File: config.mk
export PLATFORM = sky130hd
export DESIGN_NAME = ste_dma_ctrl
export DESIGN_NICKNAME = d
export VERILOG_FILES = /design/src/rtl/ste_dma_ctrl.sv
export SDC_FILE = /design/constraint.sdc
export NUM_CORES = 1
export LEC_CHECK = 0
export CAP_MARGIN = 15
export CORE_UTILIZATION = 60
export DETAILED_ROUTE_END_ITERATION = 7
export PLACE_DENSITY = 0.79
export SLEW_MARGIN = 10
export SYNTH_ARGS = -nofsm -noshare
export SYNTH_HDL_FRONTEND = slang
export SYNTH_SLANG_ARGS = --single-unit
File: constraint.sdc
create_clock -name clk32 -period 6.23 [get_ports clk32]
set_clock_uncertainty 0.15 [all_clocks]
set_input_delay 0.623 -clock clk32 [delete_from_list [all_inputs] [get_ports clk32]]
set_output_delay 0.623 -clock clk32 [all_outputs]
set_load 0.005 [all_outputs]
File: src/rtl/ste_dma_ctrl.sv
`default_nettype none
// ============================================================================
// Module   : ste_dma_ctrl
// Brief    : Byte-to-word DMA engine between the MCU word handshake and a
//            byte-wide disk device port, with a packing FIFO and sector count.
// Revision : 1.0 - initial release
// ============================================================================
module ste_dma_ctrl #(
  parameter int FIFO_BYTES   = 16,
  parameter int SECTOR_WORDS = 256
) (
  input  logic        clk32,
  input  logic        resb,
  input  logic        clk_en,
  input  logic        FCS_N,
  input  logic        RW,
  input  logic        A1,
  input  logic [15:0] DIN,
  output logic [15:0] DOUT,
  input  logic        RDY_I,
  output logic        RDY_O,
  input  logic        dev_drq,
  input  logic [7:0]  dev_din,
  output logic [7:0]  dev_dout,
  output logic        dev_ack
);

  localparam int c_PTR_W = $clog2(FIFO_BYTES);
  localparam int c_CNT_W = c_PTR_W + 1;
  localparam int c_WIS_W = $clog2(SECTOR_WORDS);

  localparam logic [c_CNT_W-1:0] c_CNT_FULL = c_CNT_W'(FIFO_BYTES);
  localparam logic [c_WIS_W-1:0] c_WIS_LAST = c_WIS_W'(SECTOR_WORDS - 1);

  localparam logic [0:0] c_ST_IDLE  = 1'b0;
  localparam logic [0:0] c_ST_BURST = 1'b1;

  logic [0:0]         r_state;
  logic [0:0]         w_state_nxt;
  logic               r_dir;
  logic               r_err;
  logic               r_wr_held;
  logic [7:0]         r_seccnt;
  logic [c_CNT_W-1:0] r_count;
  logic [c_PTR_W-1:0] r_rd_ptr;
  logic [c_PTR_W-1:0] r_wr_ptr;
  logic [c_WIS_W-1:0] r_wis;
  logic [2:0]         r_burst_cnt;
  logic [7:0]         r_fifo [FIFO_BYTES];

  logic               w_idle;
  logic               w_wr_en;
  logic               w_mode_wr;
  logic               w_sec_wr;
  logic               w_flush;
  logic               w_strobe;
  logic               w_word;
  logic               w_stray;
  logic               w_dev_push;
  logic               w_dev_pop;
  logic               w_burst_last;
  logic               w_wis_wrap;
  logic [c_PTR_W-1:0] w_rd_ptr1;
  logic [c_PTR_W-1:0] w_wr_ptr1;

  assign w_idle     = (r_state == c_ST_IDLE);
  // One register write per chip-select assertion
  assign w_wr_en    = clk_en & ~FCS_N & ~RW & ~r_wr_held;
  assign w_mode_wr  = w_wr_en & A1;
  assign w_sec_wr   = w_wr_en & ~A1;
  assign w_flush    = w_mode_wr & (DIN[8] != r_dir);
  // A flush in the same enable discards any word strobe
  assign w_strobe   = clk_en & ~RDY_I & ~w_flush;
  assign w_word     = w_strobe & ~w_idle;
  assign w_stray    = w_strobe & w_idle;
  assign w_dev_push = clk_en & ~w_flush & w_idle & ~r_dir & dev_drq & (r_count != c_CNT_FULL);
  assign w_dev_pop  = clk_en & ~w_flush & w_idle & r_dir & dev_drq & (r_count != '0);
  assign w_burst_last = w_word & (r_burst_cnt == 3'd7);
  assign w_wis_wrap   = w_word & (r_wis == c_WIS_LAST);
  assign w_rd_ptr1  = r_rd_ptr + c_PTR_W'(1);
  assign w_wr_ptr1  = r_wr_ptr + c_PTR_W'(1);

  always_ff @(posedge clk32 or negedge resb) begin
    if (!resb) begin
      r_state <= c_ST_IDLE;
    end else begin
      r_state <= w_state_nxt;
    end
  end

  always_comb begin
    w_state_nxt = r_state;
    if (clk_en) begin
      if (w_flush) begin
        w_state_nxt = c_ST_IDLE;
      end else begin
        case (r_state)
          c_ST_IDLE: begin
            if ((r_seccnt != '0) &&
                ((!r_dir && (r_count == c_CNT_FULL)) || (r_dir && (r_count == '0)))) begin
              w_state_nxt = c_ST_BURST;
            end
          end
          c_ST_BURST: begin
            if (w_burst_last) begin
              w_state_nxt = c_ST_IDLE;
            end
          end
          default: w_state_nxt = c_ST_IDLE;
        endcase
      end
    end
  end

  always_comb begin
    RDY_O = (r_state != c_ST_BURST);
    if (!FCS_N && RW) begin
      DOUT = A1 ? {13'h0, dev_drq, (r_seccnt != '0), ~r_err} : {8'h00, r_seccnt};
    end else begin
      DOUT = {r_fifo[r_rd_ptr], r_fifo[w_rd_ptr1]};
    end
  end

  always_ff @(posedge clk32 or negedge resb) begin
    if (!resb) begin
      for (int i = 0; i < FIFO_BYTES; i++) begin
        r_fifo[i] <= '0;
      end
    end else if (w_word && r_dir) begin
      r_fifo[r_wr_ptr]  <= DIN[15:8];
      r_fifo[w_wr_ptr1] <= DIN[7:0];
    end else if (w_dev_push) begin
      r_fifo[r_wr_ptr]  <= dev_din;
    end
  end

  always_ff @(posedge clk32 or negedge resb) begin
    if (!resb) begin
      r_dir       <= 1'b0;
      r_err       <= 1'b0;
      r_wr_held   <= 1'b0;
      r_seccnt    <= '0;
      r_count     <= '0;
      r_rd_ptr    <= '0;
      r_wr_ptr    <= '0;
      r_wis       <= '0;
      r_burst_cnt <= '0;
      dev_ack     <= 1'b0;
      dev_dout    <= '0;
    end else if (clk_en) begin
      r_wr_held <= ~FCS_N & (r_wr_held | w_wr_en);
      dev_ack   <= w_dev_push | w_dev_pop;

      if (w_mode_wr) begin
        r_dir <= DIN[8];
      end

      if (w_sec_wr) begin
        r_seccnt <= DIN[7:0];
      end else if (w_wis_wrap && (r_seccnt != '0)) begin
        r_seccnt <= r_seccnt - 8'd1;
      end

      if (w_dev_pop) begin
        dev_dout <= r_fifo[r_rd_ptr];
      end

      if (w_flush) begin
        r_err       <= 1'b0;
        r_count     <= '0;
        r_rd_ptr    <= '0;
        r_wr_ptr    <= '0;
        r_wis       <= '0;
        r_burst_cnt <= '0;
      end else begin
        if (w_stray) begin
          r_err <= 1'b1;
        end
        if (w_word) begin
          r_burst_cnt <= r_burst_cnt + 3'd1;
          r_wis       <= w_wis_wrap ? '0 : r_wis + c_WIS_W'(1);
          if (r_dir) begin
            r_count  <= r_count + c_CNT_W'(2);
            r_wr_ptr <= r_wr_ptr + c_PTR_W'(2);
          end else begin
            r_count  <= r_count - c_CNT_W'(2);
            r_rd_ptr <= r_rd_ptr + c_PTR_W'(2);
          end
        end else if (w_dev_push) begin
          r_count  <= r_count + c_CNT_W'(1);
          r_wr_ptr <= w_wr_ptr1;
        end else if (w_dev_pop) begin
          r_count  <= r_count - c_CNT_W'(1);
          r_rd_ptr <= w_rd_ptr1;
        end
      end
    end
  end

endmodule
`default_nettype wire

* Word level (Yosys, flattened, before mapping)
Index checks and enable logic that the tools add are counted.
Operators by class: $lt $le $gt $ge 6, mux-type cells 44, bitwise logic cells 36, eq/ne operators 8, reduce and logical (&&, ||, !) cells 29, add/subtract/negate cells 11
Operator list (count):
- $bwmux W128 | 3
- $mux W128 | 2
- $mux W8 | 12
- $bmux W8 S4 | 2
- $demux W8 S4 | 2
- $mux W4 | 9
- $mux W5 | 5
- $and A1 B1 Y1 | 21
- $ge A5 B5 Y1 const B | 4
- $not A4 Y5 | 4
- $mux W16 | 1
- $reduce_and A2 Y1 | 6
- $lt A5 B1 Y1 const B | 2
- $ne A3 B3 Y1 const B | 3
- $not A1 Y1 | 9
- $add A4 B1 Y4 const B | 2
- $add A4 B2 Y4 const B | 2
- $add A8 B1 Y8 const B | 1
- $eq A8 B8 Y1 const B | 1
- $logic_and A1 B1 Y1 | 8
- $reduce_bool A2 Y1 | 4
- $reduce_bool A8 Y1 | 1
- $sub A8 B1 Y8 const B | 1
- $mux W3 | 2
- other kinds (20) | 27
Word-level totals: flip-flop bits (word level) 173, word-level logic and storage cells 162, bits of input ports 32, output and inout bits 26

* Longest topological paths before layout
depth in word-level cells 16, depth in mapped cells 11, mapped depth without buffers 9

* Worst setup path after synthesis
OpenSTA, ideal clock, no wires.
path type reg2out, from reg r_rd_ptr[1], to out DOUT[5], data required time 5457 ps, buffers on the path 2, cell stages (with the launch flop) 8, arrival 2319 ps, setup slack 3138 ps, cells stage by stage dfrtp_1 ha_1 buf_2 buf_1 mux4_2 mux2i_1 a2bb2oi_1 o21ai_0
On the way: longest elaborated chain between the ends 6
RTL lines:
- start: declaration | RTL line 45 | logic [c_PTR_W-1:0] r_rd_ptr;
- start signal: assignment | RTL line 187 | r_rd_ptr <= r_rd_ptr + c_PTR_W'(2);
- start signal: assignment | RTL line 194 | r_rd_ptr <= w_rd_ptr1;
- $add A4 B1 Y4 | RTL line 80 | assign w_rd_ptr1 = r_rd_ptr + c_PTR_W'(1);
- $not A4 Y5 (not written as such) | RTL line 120 | DOUT = {r_fifo[r_rd_ptr], r_fifo[w_rd_ptr1]};
- $bmux W8 S4 | RTL line 120
- $mux W8 (not written as such) (2 in a row) | RTL line 120
- $mux W16 | RTL line 117 | if (!FCS_N && RW) begin
- end: declaration | RTL line 19 | output logic [15:0] DOUT,
Every way passes these cells. The select of a mux whose other input is x is not followed.

* Worst setup path in the final report
from reg r_rd_ptr[0], to out DOUT[0]
Same word-level chain as after synthesis.

==> run metrics <==
Syn Inst Count 1225; Worst Reg2Reg Path Length in Cells 9; Setup Slack @ Placement 1.389 ns; Nets 1259; YS warnings 0; max_cap viols 0; H-tree Lvls 4; Port Buf Inserts 57; Vias/cell 7.201; maximum VDD drop 0.0002489 V; Crit Path Class reg2out; critical path required time 5.46 ns; unique cell type count in the Yosys netlist 70; clk slew on worst S/H paths 0.07 ns; final slew viol count 0; #FFs+latches synth 173; clock sinks 173; Tot Pwr 6067 uW; fin crit share 74.58%; die height 146.2 um; Sw Share 41.13%; relative slew slack 17.59%; drt first pass iters 8; dominant cell type by area after synthesis dfrtp_1; die area 0.02138 sq mm; largest family of logic cells by synthesized area multiplexers; Post-DP HPWL 25.66 mm; vias in the first global route 10.17k; Worst Path Arrival 3.87 ns; share of layout cells above drive strength 1 23.97%; Seq pwr share 32.3%; CTS tree built; worst r2r dst r_count[4]; Synth top area share 34.68%; routability-driven placement congestion ratio 0.9310; RSZ-0062 raised after global routing false; fill count 1506; multi-input logic area 0.007585 sq mm; Top Ports 58; Vias 10.72k; first-pass GRT wire length 58.79 mm; DRT iter0 DRCs 1448; maximum net fanout on the critical path 48; Row Count 52; Synth Area in Simple Gates 9.383%; Routed wire per std cell 25.60 um; HP Class reg2reg; Post-Route WL 38.12 mm; Max Buffers Root-to-Sink 2; Worst R2R Setup Slack 2.29 ns; top post-synthesis cells by area dfrtp_1, mux2_2, mux4_2; CP endpoint kind primary output; die width 146.2 um; fin worst setup slack 1.583 ns; Fin Setup TNS 0 ns; Sw Pwr 2495 uW; most common library cells after synthesis a21oi_1, dfrtp_1, mux2_2; Setup violations, final 0; Critical R2R Launch r_dir; startpoint types register; drc violations 0; area share of xor/xnor cells in the synthesized design 1.614%; post-synthesis compound-gate area fraction 18.04%; syn_area_per_cell 10.19 sq um; All-Layer GR Usage 36.22%; Routed Antenna Nets 0; mux cell area share after synthesis 29.05%; clock power share 18.4%; top-count cell post-synth a21oi_1; Fin. Hold Viols 0; Gate power share 49.4%; total CTS buffers 17; Initial Utilization 61.49%; fmax 215.2 MHz; Syn-to-layout area delta 9.683%; hold path depth 2; Hold Startpoint dev_dout[1]; post-synth net total 1279; async set-or-reset flop fraction in the synthesized netlist 100.0%; Core Area 0.02030 sq mm; Final min period 4.647 ns; sequential area share after synthesis 34.68%; Post-synth EDFFs 0; worst-margin pin slew 1.227 ns; PwrDens 443.1 mW/mm^2; Synth Flop Type dfrtp_1; P_leak 0.006082 uW; status completed; Hold Crit Endpoint dev_dout[1]; Pint 3572 uW; initial antenna violation count 2; area share of fa/ha/maj cells after synthesis 2.326%; largest net degree at the start of global routing 78; PostCTS Resize Cnt 0; grt ovf 0; latest clock arrival within the worst-skew pair 0.45 ns; clk root buf clkbuf_16; Register Area 0.004334 sq mm; Netlist Area Pre-Place 0.01248 sq mm
[per-stage QoR]
step	cell area [sq um]	hold WS (ns)	cells	util (%)
after CTS	13660	0.3376	1485	67.30
after detailed placement	13050	0.3217	1452	64.31
after global placement	13050	0.3125	1452	64.31
after global routing	13690	0.3666	1489	67.44
after floorplan	12480	0.1774	1225	-
final	13690	0.3349	1489	67.44
[worst max-delay path, cell delays in order (launching register included)]
cell and delay, ns:
dfrtp_4 0.95, ha_2 0.33, buf_4 0.40, mux4_2 0.62
mux2_2 0.29, o22ai_1 0.25, a21oi_1 0.08, clkdlybuf4s50_1 0.47
[power by group through the flow]
stage,registers (uW),logic (uW),clock network [uW]
final,1960,2990,1120
after global routing,2000,3180,1160
after CTS,1930,2930,1120
after detailed placement,1950,2910,0
after global placement,1920,2860,0
after floorplan,1740,2190,0
[registers in the layout, summed over array words and instances, names as in the netlist, 3 cells and up]
name         count
r_wis            8
dev_dout         8
r_fifo         128
r_burst_cnt      3
r_rd_ptr         4
r_wr_ptr         4
r_seccnt         8
r_count          5
[area by class of cell]
type                            instances  share of cell area, %
Timing Repair Buffer                   84                  5.703
Antenna cell                            1                0.01828
Clock inverter                         13                  1.133
Inverter                               14                 0.3838
Sequential cell                       173                  31.66
Clock buffer                           19                  3.235
Tap cell                              270                  2.468
Multi-Input combinational cell        915                  55.40
[cell families after synthesis]
kind of cell             Yosys count
AO/OA/AOI/OAI                    361
multiplexers                     265
AND/OR/NAND/NOR                  244
flip-flops                       173
buffers and inverters            137
XOR/XNOR                          23
adder cells (fa/ha/maj)           22
[layout by cell type, fill, tap and decap left out, types with 10 or more instances in the layout]
cell	Yosys	final
a21oi_1	221	221
buf_4	3	25
clkbuf_16	0	17
clkdlybuf4s50_1	0	56
dfrtp_1	173	171
ha_1	20	19
inv_1	13	13
mux2_2	134	134
mux2i_1	66	66
mux4_2	64	64
nand2_1	113	113
nand3_1	21	21
nand4_1	17	17
nor2_1	38	38
o211ai_1	10	10
o21ai_0	44	44
xnor2_1	10	10
xor2_1	13	12
[how the worst max path moves through the flow]
| stage | from | end | slack (ns) | cells after the start |
|---|---|---|---|---|
| after floorplan | r_rd_ptr[1] | DOUT[5] | 3.14 | 7 |
| after global placement | DIN[8] | r_count[4] | 1.50 | 10 |
| after detailed placement | DIN[8] | r_count[4] | 1.39 | 10 |
| after CTS | r_rd_ptr[0] | DOUT[0] | 1.58 | 7 |
| after global routing | r_rd_ptr[0] | DOUT[2] | 1.42 | 7 |
| final | r_rd_ptr[0] | DOUT[0] | 1.58 | 7 |
[per-layer routing]
layer / global-route usage, % / wire length (um) / up-vias
li1: - / - / 4537
met1: 48.22 / 14500 / 5191
met2: 53.24 / 16830 / 841
met3: 10.66 / 4742 / 153
met4: 19.95 / 2050 / 0
met5: 0 / 0 / -
[timing repair]
item	in CTS	in global routing
hold buffers	1	0
buffers inserted	0	0
endpoints found under the hold margin	40	0
(Power assumes the default switching activity.)
